**config.mk**
```make
export PLATFORM = sky130hd
export DESIGN_NAME = koa_approx_mult_ctrl
export DESIGN_NICKNAME = d
export VERILOG_FILES = /design/src/rtl/koa_ctrl_pkg.sv /design/src/rtl/koa_rr_arbiter.sv /design/src/rtl/koa_approx_mult_ctrl.sv
export SDC_FILE = /design/constraint.sdc
export NUM_CORES = 1
export LEC_CHECK = 0
export ABC_CLOCK_PERIOD_IN_PS = 5380
export BUFFER_PORTS_ARGS = -buffer_cell sky130_fd_sc_hd__clkbuf_2
export CAP_MARGIN = 20
export CORE_ASPECT_RATIO = 1.75
export CORE_MARGIN = 3
export CORE_UTILIZATION = 47
export CTS_BUF_LIST = sky130_fd_sc_hd__clkbuf_16
export DETAILED_ROUTE_END_ITERATION = 10
export PLACE_DENSITY = 0.93
export SLEW_MARGIN = 15
export SYNTH_ARGS = -nofsm -noshare
export SYNTH_HDL_FRONTEND = slang
export SYNTH_SLANG_ARGS = --single-unit
export TNS_END_PERCENT = 50
```
**constraint.sdc**
```tcl
create_clock -name clk -period 5.38 [get_ports clk]
set_input_delay 0.538 -clock clk [delete_from_list [all_inputs] [get_ports clk]]
set_output_delay 0.538 -clock clk [all_outputs]
set_load 0.005 [all_outputs]
```
**src/rtl/koa_ctrl_pkg.sv**
```systemverilog
// Shared definitions for the KOA multiplier controller: FSM encoding,
// requester ID width and the counter-width helper.
// Build option: define KOA_CTRL_RR_EN for round-robin arbitration
// (fixed priority to requester 0 otherwise).
package koa_ctrl_pkg;

    typedef enum logic [1:0] {
        IDLE = 2'd0,
        WAIT = 2'd1,
        CAPT = 2'd2,
        RESP = 2'd3
    } koa_state_e;

    localparam int KOA_ID_W = 1;

    // Width needed to hold values 0..lat for the WAIT down-counter.
    function automatic int koa_cnt_w(input int lat);
        return (lat < 1) ? 1 : $clog2(lat + 1);
    endfunction

endpackage

```
**src/rtl/koa_rr_arbiter.sv**
```systemverilog
// Two-input grant logic for the KOA controller.
// Build option: KOA_CTRL_RR_EN selects round-robin with a one-bit pointer;
// without it, requester 0 wins every tie and no pointer flop exists.
module koa_rr_arbiter
    import koa_ctrl_pkg::*;
(
    input  logic                clk,
    input  logic                rst,
    input  logic                valid0,
    input  logic                valid1,
    input  logic                advance,
    output logic                gnt0,
    output logic                gnt1,
    output logic [KOA_ID_W-1:0] gnt_id
);

`ifdef KOA_CTRL_RR_EN
    // Pointer names the requester favoured on the next tie; it moves to the
    // other requester whenever a grant is taken.
    logic ptr_q;

    // Pointer update on every accepted grant.
    always_ff @(posedge clk or negedge rst) begin
        if (!rst) begin
            ptr_q <= 1'b0;
        end else if (advance) begin
            ptr_q <= ~gnt1;
        end
    end

    // Tie resolved by the pointer, single requester granted directly.
    always_comb begin
        gnt0 = 1'b0;
        gnt1 = 1'b0;
        if (valid0 && valid1) begin
            gnt0 = ~ptr_q;
            gnt1 = ptr_q;
        end else begin
            gnt0 = valid0;
            gnt1 = valid1;
        end
    end
`else
    logic unused_ok;
    assign unused_ok = &{1'b0, clk, rst, advance};

    // Fixed priority: requester 0 always wins a tie.
    always_comb begin
        gnt0 = valid0;
        gnt1 = valid1 & ~valid0;
    end
`endif

    assign gnt_id = KOA_ID_W'(gnt1);

endmodule

```
**src/rtl/koa_approx_mult_ctrl.sv**
```systemverilog
// Sequencer and 2-way arbiter in front of one Simple_KOA_STAGE_2_approx.
// Accepts one operand pair at a time, holds it on mult_a_o/mult_b_o, pulses
// mult_load_o once the stage result has settled, then returns the product
// tagged with the requester ID.
// Build option: KOA_CTRL_RR_EN (round-robin tie-break, see koa_rr_arbiter).
//
// Handshakes: a transfer happens on a rising edge where valid and ready are
// both high. req*_ready_o is combinational and only ever high in IDLE for the
// granted requester; rsp_valid_o holds with stable id/data until rsp_ready_i.
module koa_approx_mult_ctrl
    import koa_ctrl_pkg::*;
#(
    parameter int SW  = 24,
    parameter int LAT = 2
) (
    input  logic                clk,
    input  logic                rst,
    input  logic                req0_valid_i,
    output logic                req0_ready_o,
    input  logic [SW-1:0]       req0_a_i,
    input  logic [SW-1:0]       req0_b_i,
    input  logic                req1_valid_i,
    output logic                req1_ready_o,
    input  logic [SW-1:0]       req1_a_i,
    input  logic [SW-1:0]       req1_b_i,
    output logic [SW-1:0]       mult_a_o,
    output logic [SW-1:0]       mult_b_o,
    output logic                mult_load_o,
    input  logic [2*SW-1:0]     mult_result_i,
    output logic                rsp_valid_o,
    input  logic                rsp_ready_i,
    output logic [KOA_ID_W-1:0] rsp_id_o,
    output logic [2*SW-1:0]     rsp_data_o,
    output logic                busy_o
);

    localparam int               CNT_W    = koa_cnt_w(LAT);
    localparam logic [CNT_W-1:0] CNT_INIT = CNT_W'(LAT - 1);
    localparam logic [CNT_W-1:0] CNT_ONE  = CNT_W'(1);

    koa_state_e          state_q;
    logic [CNT_W-1:0]    cnt_q;
    logic                idle_ok;
    logic                gnt0;
    logic                gnt1;
    logic                take;
    logic [KOA_ID_W-1:0] gnt_id;

    // Grants are only offered in IDLE and never while reset is asserted.
    assign idle_ok = (state_q == IDLE) && rst;

    koa_rr_arbiter u_arb (
        .clk     (clk),
        .rst     (rst),
        .valid0  (req0_valid_i & idle_ok),
        .valid1  (req1_valid_i & idle_ok),
        .advance (take),
        .gnt0    (gnt0),
        .gnt1    (gnt1),
        .gnt_id  (gnt_id)
    );

    assign take         = gnt0 | gnt1;
    assign req0_ready_o = gnt0;
    assign req1_ready_o = gnt1;
    assign busy_o       = (state_q != IDLE);

    // Main sequencer: accept, wait LAT cycles, capture, hold response.
    always_ff @(posedge clk or negedge rst) begin
        if (!rst) begin
            state_q     <= IDLE;
            cnt_q       <= '0;
            mult_a_o    <= '0;
            mult_b_o    <= '0;
            mult_load_o <= 1'b0;
            rsp_valid_o <= 1'b0;
            rsp_id_o    <= '0;
            rsp_data_o  <= '0;
        end else begin
            case (state_q)
                IDLE: begin
                    if (take) begin
                        mult_a_o    <= gnt1 ? req1_a_i : req0_a_i;
                        mult_b_o    <= gnt1 ? req1_b_i : req0_b_i;
                        rsp_id_o    <= gnt_id;
                        cnt_q       <= CNT_INIT;
                        // With LAT=1 the single WAIT cycle is also the load cycle.
                        mult_load_o <= (LAT == 1);
                        state_q     <= WAIT;
                    end
                end
                WAIT: begin
                    if (cnt_q == '0) begin
                        mult_load_o <= 1'b0;
                        state_q     <= CAPT;
                    end else begin
                        cnt_q       <= cnt_q - CNT_ONE;
                        mult_load_o <= (cnt_q == CNT_ONE);
                    end
                end
                CAPT: begin
                    rsp_data_o  <= mult_result_i;
                    rsp_valid_o <= 1'b1;
                    state_q     <= RESP;
                end
                RESP: begin
                    if (rsp_ready_i) begin
                        rsp_valid_o <= 1'b0;
                        state_q     <= IDLE;
                    end
                end
                default: begin
                    state_q <= IDLE;
                end
            endcase
        end
    end

endmodule

```
==> metrics.md <==
| Metric | Value |
|---|---|
| DP HPWL | 9150 um |
| DR pass1 iterations | 4 |
| Crit Path Category | register to output port |
| FF-to-FF Start | state_q[0]$_DFFE_PN0P_ |
| Htree depth | 3 |
| Worst setup path start | state_q[0]$_DFFE_PN0P_ |
| Simple-gate share of the synthesized area | 6.15% |
| # IOs | 251 |
| Worst EP required | a little under 5 ns |
| Clock root buffer | clkbuf_16 |
| Max-cap viol count | 0 |
| Worst EP arrival | around 2.2 ns |
| Sequential fraction of the synthesis area | approximately three fifths |
| Crit path capture | req1_ready_o |
| Seq. cell area | 0.00258 mm2 |
| Postcts setup bufs | 0 |
| Post-Route WL | roughly 12000 um |
| Worst clock skew | 0.00507 ns |
| Total CTS buffers | 9 |
| Post-synthesis compound-gate area fraction | 14.7% |
| Die W | 78.1 um |
| Mapped Nets | 521 |
| Hold buffer count at cts | 0 |
| GRT Util Overall | 22.3% |
| Final Setup Violations | 0 |
| Final Hold Fails | 0 |
| Max Freq | 0.365 GHz |
| IO buf count | 250 |
| Final core occ | 67.3% |
| R2r endpoint | state_q[1]$_DFFE_PN0P_ |
| Vias per cell | 5.18 |
| Fin Setup TNS | 0 ns |
| Antenna cells | 0 |
| Total leakage power | about 3 nW |
| Power per cell area | 569 mW/mm2 |
| Unique masters post-synth | 26 |
| Clk sinks | 103 |
| VDD IR max | around 0.0003 V |
| CP Capture Type | output port |
| Clk_lat worst skew | 0.33 ns |
| Place WS | 2.75 ns |
| Max-Slew Margin vs Limit | 45.2% |
| Area growth syn-to-layout | 38.4% |
| Status | finished, final reports clean |
| Share of cells above drive strength 1 | 53.0% |
| Hold_ws | 0.199 ns |
| CTS max path bufs | 2 |
| Clk slew on worst S/H paths | 0.07 ns |
| Avg Cell Area, Syn | 11.7 um2 |
| Slew Limit Fails | 0 |
| Multi-input logic area | between 0.0015 and 0.002 mm2 |
| Tmin final | ~2.7 ns |
| Final WS setup | roughly 2.6 ns |
| Adder-Cell Fraction of Synth Area | 2.05% |
| Largest family of logic cells by synthesized area | compound AO/OA/AOI/OAI gates |
| CTS resizes | 0 |
| Finished Layout Cells | 725 |
| Routed Antenna Nets | 0 |
| Gate Count Post-Synth | ~370 |
| Drc violations | 0 |
| First DRT Iteration DRCs | between 100 and 150 |
| Slack of the worst reg-to-reg path | slightly below 3 ns |
| Largest net degree at the start of global routing | 103 |
| Row count | 45 |
| Startpoint types | register |
| First-pass GRT wire length | 18000 um |
| Max FO, Critical Path | 44 |
| Fin crit share | about half |
| Vias in the first global route | 3751 |
| R2r worst-path depth | 6 |
| Die Ht | 132 um |
| Post-Syn Area | about 0.0043 mm2 |
| # placed instances | 708 |
| RD Place Congestion | between 0.8 and 0.9 |
| Core area | between 0.008 and 0.009 mm2 |
| Initial Utilization | 48.6% |
| Warnings, synthesis | 0 |
| RSZ-0062 raised after global routing | no |
| Post-Synth XOR/XNOR Area | 0% |
| Routed len/inst | 16.4 um |
| Die area | 0.0103 mm2 |
| Initial antenna violation count | 0 |
| Yosys reg bits | 103 |
| Hold WC Path Type | input pin to asynchronous set/reset pin |
| Post-synthesis mux area share | 13.1% |
| Layout filler cell count | 628 |
| Worst-Margin Slew | between 0.8 and 0.9 ns |
| Layout net count | 759 |
| CTS tree | built |
| GRT overflow | 0 |
| Via count | 3759 |
-- flip-flops by register name, indices dropped and copies added (netlist names) --
register and count:
rsp_data_o 48, mult_a_o 24, mult_b_o 24, cnt_q 2
state_q 2, mult_load_o 1, rsp_id_o 1, rsp_valid_o 1
-- cell usage in the layout (no fill, tap or decap), types with 2 or more instances in the layout --
master,count
nor2_1,4
nor2b_1,3
mux2_2,48
dfrtp_1,103
clkbuf_16,9
buf_4,5
nand2_1,53
and3_1,2
a221oi_1,2
clkbuf_2,249
o22ai_1,48
inv_1,9
inv_6,3
o21ai_0,48
ha_1,6
-- through the flow --
stage	area (um2)	total power [mW]
finish	5910	3.36
global route	5910	3.59
CTS	5890	3.37
detailed placement	5580	2.72
global placement	5580	2.62
floorplan	4270	2.08
-- synth_stat cells, drive strengths merged --
cell     instances  area share, %
and3b            1           0.21
clkbuf          20            1.8
a221oi           2           0.41
a32o             1           0.23
ha               7            2.0
nor2             4           0.35
o221a            1           0.26
nand2           53            4.7
inv              9           0.79
and3             2           0.29
nand4b           1           0.21
nor2b            3           0.44
o22ai           48            7.0
o21ai           48            5.6
buf              8            1.1
o2bb2ai          1           0.21
a222oi           1           0.23
o221ai           1           0.21
mux2            49             13
mux2i            1           0.23
dfrtp          103             60
o211ai           1           0.50
-- power breakdown --
group / internal [mW] / total [mW] / switching [mW]
clock: 0.366 / 0.650 / 0.285
combinational: 0.693 / 1.31 / 0.614
sequential: 1.17 / 1.41 / 0.233
-- how the worst min path moves through the flow --
stage,to,from,depth (start not counted)
3_5_place_dp,mult_a_o[10]$_DFFE_PN0P_,mult_a_o[10]$_DFFE_PN0P_,2
3_3_place_gp,mult_b_o[14]$_DFFE_PN0P_,mult_b_o[14]$_DFFE_PN0P_,2
5_1_grt,mult_a_o[19]$_DFFE_PN0P_,rst,1
6_report,rsp_valid_o$_DFFE_PN0P_,rst,1
4_1_cts,rsp_valid_o$_DFFE_PN0P_,rst,1
2_1_floorplan,cnt_q[0]$_DFFE_PN0P_,rst,0
-- worst max-delay path: stages, from the launching register on --
cell and delay, ns:
dfrtp_1 0.40, inv_1 0.13, ha_1 0.38, nand4b_1 0.34, buf_4 0.39, inv_1 0.09, clkbuf_2 0.11
-- logic make-up after synthesis --
family                   after synthesis
AND/OR/NAND/NOR                       64
flip-flops                           103
adder cells (fa/ha/maj)                7
multiplexers                          50
buffers and inverters                 37
AO/OA/AOI/OAI                        104
-- routing by layer --
metal	GRT usage, %	up-vias	wire [um]
met5	0	-	0
met4	5.64	0	74
met3	4.17	7	755
met2	44.2	189	6770
met1	23.3	1788	4250
li1	-	1775	-
-- cell type report --
class                      count  share of cell area, %
clock buffer                   9                   3.81
clock inverter                 7                   1.31
inverter                       9                  0.571
multi-input combinational    225                   26.1
sequential                   103                   43.6
tap                          117                   2.48
timing repair buffer         255                   22.2
Note: power is estimated with default switching activity, not from simulation.
